### src/rtl/spi_to_nitta_assembler_pkg.sv
// Shared definitions for the SPI receive-path word assembler.
// Holds the attribute bit positions and the derived widths:
// bytes per word, counter widths and bank address width.
package spi_to_nitta_assembler_pkg;

  localparam int ATTR_VALID    = 0;
  localparam int ATTR_OVERFLOW = 1;

  // Number of SPI bytes that form one NITTA word.
  function automatic int bytes_per_word(int data_width, int spi_data_width);
    return data_width / spi_data_width;
  endfunction

  // Word counters must hold 0..buf_size inclusive.
  function automatic int wr_cnt_width(int buf_size);
    return $clog2(buf_size + 1);
  endfunction

  // Byte counter counts 0..bytes-1; keep at least one bit.
  function automatic int byte_cnt_width(int bytes);
    return (bytes > 1) ? $clog2(bytes) : 1;
  endfunction

  function automatic int addr_width(int buf_size);
    return (buf_size > 1) ? $clog2(buf_size) : 1;
  endfunction

endpackage

### src/rtl/spi_to_nitta_assembler_if.sv
// Signal bundle between the SPI driver / NITTA side and the assembler.
//   spi_ready, from_spi, frame_end : received-byte stream from the SPI driver
//   signal_cycle, signal_oe        : NITTA cycle boundary and read strobe
//   data_out, attr_out             : current word and its attributes
// master drives the strobes, slave (the assembler) drives data_out/attr_out.
interface spi_to_nitta_assembler_if #(
  parameter int DATA_WIDTH     = 32,
  parameter int ATTR_WIDTH     = 4,
  parameter int SPI_DATA_WIDTH = 8
);
  logic                      spi_ready;
  logic [SPI_DATA_WIDTH-1:0] from_spi;
  logic                      frame_end;
  logic                      signal_cycle;
  logic                      signal_oe;
  logic [DATA_WIDTH-1:0]     data_out;
  logic [ATTR_WIDTH-1:0]     attr_out;

  modport master (
    output spi_ready, from_spi, frame_end, signal_cycle, signal_oe,
    input  data_out, attr_out
  );

  modport slave (
    input  spi_ready, from_spi, frame_end, signal_cycle, signal_oe,
    output data_out, attr_out
  );
endinterface

### src/rtl/spi_to_nitta_assembler_word_bank.sv
// spi_word_bank: BUF_SIZE x DATA_WIDTH word store.
//   clk         : clock
//   wr/waddr/wdata : synchronous write port
//   raddr/rdata : asynchronous read port (reads 0 past the end)
// Contents are deliberately not reset.
module spi_word_bank
  import spi_to_nitta_assembler_pkg::*;
#(
  parameter int DATA_WIDTH = 32,
  parameter int BUF_SIZE   = 6,
  parameter int AW         = addr_width(BUF_SIZE)
) (
  input  logic                  clk,
  input  logic                  wr,
  input  logic [AW-1:0]         waddr,
  input  logic [DATA_WIDTH-1:0] wdata,
  input  logic [AW-1:0]         raddr,
  output logic [DATA_WIDTH-1:0] rdata
);

  logic [DATA_WIDTH-1:0] mem [BUF_SIZE];

  always_ff @(posedge clk) begin
    if (wr) mem[waddr] <= wdata;
  end

  assign rdata = (int'(raddr) < BUF_SIZE) ? mem[raddr] : '0;

endmodule

### src/rtl/spi_to_nitta_assembler.sv
// spi_to_nitta_assembler: packs MSB-first SPI bytes into NITTA words and
// stores them in a double-banked store. Words gathered during one NITTA
// cycle become readable after the next signal_cycle, in arrival order.
//   clk, rst : clock, synchronous active-high reset
//   bus      : slave side of spi_to_nitta_assembler_if
//              (spi_ready/from_spi/frame_end in, signal_cycle/signal_oe in,
//               data_out/attr_out out; attr bit0 valid, bit1 overflow)
module spi_to_nitta_assembler
  import spi_to_nitta_assembler_pkg::*;
#(
  parameter int DATA_WIDTH     = 32,
  parameter int ATTR_WIDTH     = 4,
  parameter int SPI_DATA_WIDTH = 8,
  parameter int BUF_SIZE       = 6
) (
  input  logic                     clk,
  input  logic                     rst,
  spi_to_nitta_assembler_if.slave  bus
);

  localparam int BYTES = bytes_per_word(DATA_WIDTH, SPI_DATA_WIDTH);
  localparam int WCW   = wr_cnt_width(BUF_SIZE);
  localparam int BCW   = byte_cnt_width(BYTES);
  localparam int AW    = addr_width(BUF_SIZE);

  logic                  bank_sel;
  logic [DATA_WIDTH-1:0] shreg;
  logic [DATA_WIDTH-1:0] word_next;
  logic [BCW-1:0]        byte_cnt;
  logic [WCW-1:0]        wr_cnt;
  logic [WCW-1:0]        rd_cnt;
  logic [WCW-1:0]        rd_ptr;
  logic                  ovf;
  logic                  rd_ovf;

  logic                  word_complete;
  logic                  fill_full;
  logic                  commit;
  logic                  drop;
  logic                  valid;
  logic [DATA_WIDTH-1:0] rdata [2];
  logic [DATA_WIDTH-1:0] rd_word;
  logic [ATTR_WIDTH-1:0] attr;

  assign word_next     = (shreg << SPI_DATA_WIDTH) | DATA_WIDTH'(bus.from_spi);
  assign word_complete = bus.spi_ready && (byte_cnt == BCW'(BYTES - 1));
  assign fill_full     = (wr_cnt == WCW'(BUF_SIZE));
  assign commit        = word_complete && !fill_full;
  assign drop          = word_complete && fill_full;
  assign valid         = (rd_ptr < rd_cnt);

  always_ff @(posedge clk) begin
    if (rst) begin
      bank_sel <= 1'b0;
      shreg    <= '0;
      byte_cnt <= '0;
      wr_cnt   <= '0;
      rd_cnt   <= '0;
      rd_ptr   <= '0;
      ovf      <= 1'b0;
      rd_ovf   <= 1'b0;
    end else begin
      if (bus.spi_ready) begin
        shreg    <= word_next;
        byte_cnt <= word_complete ? '0 : byte_cnt + 1'b1;
      end
      // Later assignment wins: a byte arriving with frame_end is processed
      // (and may commit a word) before the partial count is discarded.
      if (bus.frame_end) byte_cnt <= '0;

      if (bus.signal_cycle) begin
        // A word committed in the swap cycle is written to the outgoing
        // fill bank, so it is folded into the new read count/overflow.
        bank_sel <= ~bank_sel;
        rd_cnt   <= wr_cnt + WCW'(commit);
        rd_ptr   <= '0;
        rd_ovf   <= ovf | drop;
        wr_cnt   <= '0;
        ovf      <= 1'b0;
      end else begin
        if (commit) wr_cnt <= wr_cnt + 1'b1;
        if (drop) ovf <= 1'b1;
        if (bus.signal_oe && valid) rd_ptr <= rd_ptr + 1'b1;
      end
    end
  end

  for (genvar i = 0; i < 2; i++) begin : g_bank
    spi_word_bank #(
      .DATA_WIDTH (DATA_WIDTH),
      .BUF_SIZE   (BUF_SIZE),
      .AW         (AW)
    ) u_bank (
      .clk   (clk),
      .wr    (commit && (bank_sel == 1'(i))),
      .waddr (wr_cnt[AW-1:0]),
      .wdata (word_next),
      .raddr (rd_ptr[AW-1:0]),
      .rdata (rdata[i])
    );
  end

  // Read bank is the one not being filled.
  assign rd_word = bank_sel ? rdata[0] : rdata[1];

  always_comb begin
    attr                = '0;
    attr[ATTR_VALID]    = valid;
    attr[ATTR_OVERFLOW] = rd_ovf;
  end

  assign bus.data_out = valid ? rd_word : '0;
  assign bus.attr_out = attr;

endmodule

### src/flat_wrapper.sv
// flat-port wrapper written by rule: the top's interface ports become plain ports
module spi_to_nitta_assembler_flat import spi_to_nitta_assembler_pkg::*;
#(
  parameter int DATA_WIDTH     = 32,
  parameter int ATTR_WIDTH     = 4,
  parameter int SPI_DATA_WIDTH = 8,
  parameter int BUF_SIZE       = 6
)
  (clk, rst, bus_spi_ready, bus_from_spi, bus_frame_end, bus_signal_cycle, bus_signal_oe, bus_data_out, bus_attr_out);
  spi_to_nitta_assembler_if #(.DATA_WIDTH(DATA_WIDTH), .ATTR_WIDTH(ATTR_WIDTH), .SPI_DATA_WIDTH(SPI_DATA_WIDTH)) bus_i ();
  input  logic clk;
  input  logic rst;
  input wire logic [$bits(bus_i.spi_ready)-1:0] bus_spi_ready;
  input wire logic [$bits(bus_i.from_spi)-1:0] bus_from_spi;
  input wire logic [$bits(bus_i.frame_end)-1:0] bus_frame_end;
  input wire logic [$bits(bus_i.signal_cycle)-1:0] bus_signal_cycle;
  input wire logic [$bits(bus_i.signal_oe)-1:0] bus_signal_oe;
  output wire logic [$bits(bus_i.data_out)-1:0] bus_data_out;
  output wire logic [$bits(bus_i.attr_out)-1:0] bus_attr_out;
  assign bus_i.spi_ready = bus_spi_ready;
  assign bus_i.from_spi = bus_from_spi;
  assign bus_i.frame_end = bus_frame_end;
  assign bus_i.signal_cycle = bus_signal_cycle;
  assign bus_i.signal_oe = bus_signal_oe;
  assign bus_data_out = bus_i.data_out;
  assign bus_attr_out = bus_i.attr_out;
  spi_to_nitta_assembler #(.DATA_WIDTH(DATA_WIDTH), .ATTR_WIDTH(ATTR_WIDTH), .SPI_DATA_WIDTH(SPI_DATA_WIDTH), .BUF_SIZE(BUF_SIZE)) u_core (.clk(clk), .rst(rst), .bus(bus_i));
endmodule
### config.mk
export PLATFORM = sky130hd
export DESIGN_NAME = spi_to_nitta_assembler_flat
export DESIGN_NICKNAME = d
export VERILOG_FILES = /design/src/rtl/spi_to_nitta_assembler_pkg.sv /design/src/rtl/spi_to_nitta_assembler_if.sv /design/src/rtl/spi_to_nitta_assembler_word_bank.sv /design/src/rtl/spi_to_nitta_assembler.sv /design/src/flat_wrapper.sv
export SDC_FILE = /design/constraint.sdc
export NUM_CORES = 1
export LEC_CHECK = 0
export CORE_MARGIN = 2
export CORE_UTILIZATION = 40
export DETAILED_ROUTE_END_ITERATION = 8
export PLACE_DENSITY_LB_ADDON = 0.15
export SYNTH_ARGS = -nofsm -noshare
export SYNTH_HDL_FRONTEND = slang
export SYNTH_SLANG_ARGS = --single-unit
export TNS_END_PERCENT = 50
### constraint.sdc
create_clock -name clk -period 13.16 [get_ports clk]
set_clock_uncertainty 0.15 [all_clocks]
set_input_delay 3.29 -clock clk [delete_from_list [all_inputs] [get_ports clk]]
set_output_delay 3.29 -clock clk [all_outputs]
set_load 0.005 [all_outputs]
### Yosys cells after proc, flatten, opt, wreduce, memory -nomap -nowiden

Memory sizes are Yosys's and may differ from the RTL's. A register that Yosys moved wholly into a read port is not among the register bits.
Index checks and enable logic that the tools add are counted.

* register bits: 38
* RAM bits: 384
* input port bits: 14
* output and inout port bits: 36
* logic and storage cells: 43
* memories: 2

* add/subtract/negate cells: 4
* magnitude comparators: 2
* equal/unequal tests: 2
* mux-type cells: 13
* bitwise gates (word level): 3
* reductions and logical operators: 9

Memories
* u_core.g_bank[0].u_bank.mem: words 6, width 32, read ports 1, clocked after memory_dff 1, wr ports 1, line spi_to_nitta_assembler_word_bank.sv:21 `logic [DATA_WIDTH-1:0] mem [BUF_SIZE];`
* u_core.g_bank[1].u_bank.mem: words 6, width 32, read ports 1, clocked after memory_dff 1, wr ports 1, line spi_to_nitta_assembler_word_bank.sv:21

Operators by type and width (number)
* $mux W32: 4
* $or A32 B8 Y32: 1
* $mux W3: 4
* $add A3 B1 Y3 const B: 2
* $logic_and A1 B1 Y1: 6
* $mux W1: 4
* $reduce_or A2 Y1: 2
* $add A3 B1 Y3: 1
* $eq A3 B3 Y1 const B: 1
* $lt A3 B3 Y1: 1
* $lt A3 B3 Y1 const B: 1
* $add A2 B1 Y2 const B: 1
* $eq A2 B2 Y1 const B: 1
* $mux W2: 1
* $logic_not A1 Y1: 1
* $not A1 Y1: 1
* $or A1 B1 Y1: 1

### Longest topological paths before layout

* depth in word-level cells: 6
* depth in mapped cells: 10
* mapped depth without buffers: 9

### Cells and area by module

A second synthesis with hierarchy kept.

* cell total of the unflattened synthesis: 1005
* area total of the unflattened synthesis: 17172.7 um2

By module, submodules not included
* spi_word_bank: times used 2, cells each 385, area an instance 7526.0 um2, sequential area each 5765.5 um2
* spi_to_nitta_assembler: times used 1, cells each 235, area an instance 2120.8 um2, sequential area each 760.7 um2

### Worst setup path after synthesis

OpenSTA, ideal clock, no wires.

* path kind: input-to-reg
* start point: input port bus_spi_ready
* end point: memory u_core.g_bank[1].u_bank.mem[0][0], enable pin
* library setup time: 502 ps
* arrival time: 6801 ps
* required time: 12508 ps
* slack: 5707 ps
* cell stages on the path: 4
* path buffers: 0
* cells stage by stage: nand3_1 > inv_1 > nand2_1 > nor4_1

* longest elaborated chain between the ends: 5

RTL lines
* start: declaration: line flat_wrapper.sv:13 `input wire logic [$bits(bus_i.spi_ready)-1:0] bus_spi_ready;`
* $logic_and A1 B1 Y1: line spi_to_nitta_assembler.sv:46 `assign word_complete = bus.spi_ready && (byte_cnt == BCW'(BYTES - 1));`
* $logic_and A1 B1 Y1: line spi_to_nitta_assembler.sv:48 `assign commit = word_complete && !fill_full;`
* $logic_and A1 B1 Y1: line spi_to_nitta_assembler.sv:95 `.wr (commit && (bank_sel == 1'(i))),`
* $mux W1: line spi_to_nitta_assembler_word_bank.sv:24 `if (wr) mem[waddr] <= wdata;`
* $mux W1 (not written as such): line spi_to_nitta_assembler_word_bank.sv:24
* end: declaration: line spi_to_nitta_assembler_word_bank.sv:21

Every way passes these cells.

==> results.sh <==
export IMPL_outcome="finished, final reports clean"
export IMPL_rows=74
export IMPL_ys_warnings_count=0
export IMPL_async_reset_ff_share_pct=0
export IMPL_crit_fanout=45
export IMPL_crit_type="register to primary output"
export IMPL_rsz0062_at_grt="no"
export IMPL_path_common_cell="buf_4"
export IMPL_nFillCells=3441
export IMPL_grt_usage_pct=17.2
export IMPL_slowest_delay_ns=0.83
export IMPL_drive_above_1_share_pct=24.3
export IMPL_wl_um=35100
export IMPL_die_w_um=207
export IMPL_sw_frac_of_total_pct=20.0
export IMPL_cts_tree="done"
export IMPL_fin_nets=917
export IMPL_fin_crit_sh_pct=59.3
export IMPL_dieArea_um2=42800
export IMPL_synth_top_cell_by_area="edfxtp_1"
export IMPL_synth_most_common_cell="edfxtp_1"
export IMPL_setup_violations=0
export IMPL_cts_root_buf="clkbuf_16"
export IMPL_wl_per_cell_um=24.0
export IMPL_core_region_area_um2=40700
export IMPL_tns_ns=0
export IMPL_port_buffers=47
export IMPL_worst_pin_slew_ns=1.26
export IMPL_postCtsSetupBuffers=0
export IMPL_start_kind="register"
export IMPL_synth_area_top_cells="edfxtp_1 (70%), mux4_2 (8.8%), mux2i_1 (5.6%), dfxtp_1 (5.0%), mux2_2 (4.4%)"
export IMPL_slowest_stage="dfxtp_4"
export IMPL_dr_pass1_iters=5
export IMPL_grt_max_degree=46
export IMPL_ys_flop_type="edfxtp_1"
export IMPL_fmax_mhz=128
export IMPL_pwr_share_clk_pct=43.0
export IMPL_final_antenna_net_count=0
export IMPL_viasPerCell=5.29
export IMPL_synth_cell_type_count=32
export IMPL_clockBufferDepth=3
export IMPL_power_density_nw_per_um2=142
export IMPL_synth_top_area_share_pct=70.0
export IMPL_dieHeight_um=207
export IMPL_p_int_mw=2.14
export IMPL_hpwlAfterDp_um=18700
export IMPL_drcViolationCount=0
export IMPL_num_io_pins=50
export IMPL_start_util_pct=40.4
export IMPL_gr_total_overflow=0
export IMPL_diodes=0
export IMPL_clock_latency_ns=0.57
export IMPL_antenna_found_initial=1
export IMPL_ys_seq_area_share_pct=75.0
export IMPL_total_leakage_power_nw=5.94
export IMPL_clkTransAtPathRegs_ns=0.06
export IMPL_grt_pass1_vias=8248
export IMPL_synthTopCellsByCount="edfxtp_1 (384), mux2i_1 (92), mux2_2 (64), mux4_2 (64), nor2_1 (43)"
export IMPL_slew_viol_final=0
export IMPL_post_cts_resize_count=0
export IMPL_min_path_type="register to register"
export IMPL_htree_levels=2
export IMPL_pwr_share_seq_pct=55.3
export IMPL_synth_area_per_cell_um2=19.9
export IMPL_clkSinkCount=425
export IMPL_cts_made_buffers=44
export IMPL_peakVddDrop_v=0.0000909
export IMPL_cp_end_kind="primary output"
export IMPL_syn_area_um2=16500
export IMPL_max_slew_margin_pct=15.2
export IMPL_synthCells=826
export IMPL_p_sw_mw=0.536
export IMPL_drv_cap=0
export IMPL_synth_edf_count=384
export IMPL_power_total_mw=2.68
export IMPL_grt_pass1_wl_um=53300
export IMPL_routabilityCongestion=0.686
export IMPL_drtIter0Drc=473
export IMPL_period_needed_ns=7.81
export IMPL_pwr_share_comb_pct=1.7
export IMPL_cp_cell_sequence="buf_4, buf_4, mux4_2, mux2i_1, o22ai_1, clkdlybuf4s50_1"
export IMPL_final_hold_viol_count=0
export IMPL_crit_arrival_ns=4.37
export IMPL_crit_required_ns=9.72
export IMPL_via_count=7734
export IMPL_syn_to_final_growth_pct=14.8
export IMPL_ctsHoldBuffers=0
export IMPL_synth_seq_cells=425
## worst paths after layout
| path | startpoint | end | slack [ns] | cells after the start |
|---|---|---|---|---|
| min | u_core.ovf | u_core.ovf | 0.31 | 2 |
| max | register | bus_data_out[22] | 5.35 | 6 |
| max reg2reg | u_core.wr_cnt[0] | u_core.g_bank[1].u_bank.mem[1][18] | 9.23 | 8 |
| min reg2reg | u_core.ovf | u_core.ovf | 0.31 | 2 |
## per-stage QoR
| stage | cell area (um^2) | utilization [%] | setup WS (ns) | hold WS [ns] | std cells |
|---|---|---|---|---|---|
| finish | 18900 | 46.4 | 5.35 | 0.314 | 1462 |
| floorplan | 16500 | - | 5.71 | 0.278 | 827 |
| detailed placement | 17600 | 43.2 | 5.79 | 0.304 | 1381 |
| CTS | 18900 | 46.4 | 5.15 | 0.320 | 1462 |
| global placement | 17600 | 43.2 | 5.77 | 0.300 | 1381 |
| global route | 18900 | 46.4 | 4.93 | 0.378 | 1462 |
## flip-flops by register name, indices dropped and copies added (netlist names), named ones only
name                      count
u_core.ovf                    1
u_core.bank_sel               1
u_core.rd_ptr                 3
u_core.byte_cnt               2
u_core.rd_ovf                 1
u_core.g_bank.u_bank.mem    384
u_core.shreg                 24
u_core.wr_cnt                 3
u_core.rd_cnt                 3
## cells by family after synthesis
group                      synth area share (%)
AOI/OAI and AO/OA                          1.64
xor gates and xnor gates                  0.319
DFF                                        75.0
other                                    0.0228
muxes                                      18.7
buffers and inverters                      1.82
and+or+nand+nor                            1.85
adders and majority gates                 0.608
## power by group through the flow
stage	Sequential (mW)	Combinational, mW	Clock, mW
2_1_floorplan	1.50	0.0267	0
3_3_place_gp	1.51	0.0472	0
3_5_place_dp	1.51	0.0477	0
4_1_cts	1.48	0.0479	1.18
5_1_grt	1.48	0.0513	1.24
6_report	1.48	0.0466	1.15
## placed cells by master, fill, tap and decap left out, types with 3 or more instances in the layout
master,netlist,routed
mux2_2,64,64
nor2_1,43,40
clkbuf_16,0,44
xor2_1,3,3
dfxtp_4,0,3
nand2_1,5,5
o22ai_1,32,32
clkinv_2,0,6
nor2_4,0,3
nand3_1,6,5
dfxtp_1,41,38
clkinv_1,0,7
mux2i_1,92,92
a211oi_1,3,3
inv_1,5,5
xnor2_1,3,3
ha_1,8,8
nor4_2,0,3
edfxtp_1,384,384
buf_4,6,24
clkbuf_1,14,18
a21oi_1,3,3
clkdlybuf4s50_1,0,46
nor3_2,0,4
mux4_2,64,64
## area by class of cell
type                    instances  area (um^2)  area share, %
repair buffers                 71          646           3.41
clock inverters                17          134          0.708
well taps                     532          666           3.52
multi-input cells             348         3890           20.6
clock buffers                  64         1200           6.33
inverters                       5         18.8         0.0993
flip-flops and latches        425        12400           65.4
## worst max-delay path: cells and delay by family (launching register included)
| family | cells | cell delay (ns) |
|---|---|---|
| AO/OA/AOI/OAI | 1 | 0.18 |
| flip-flops | 1 | 0.83 |
| buffers and inverters | 3 | 1.96 |
| multiplexers | 2 | 0.74 |
## routing by layer
metal / track usage (%) / up-vias / part of all wire, %
met3: 3.63 / 42 / 4.2
met1: 23.7 / 4084 / 45
met4: 4.10 / 2 / 1.7
met2: 28.0 / 133 / 49
li1: - / 3473 / -
met5: 0 / - / 0.037
No activity file was read; power rests on OpenSTA's default activity.
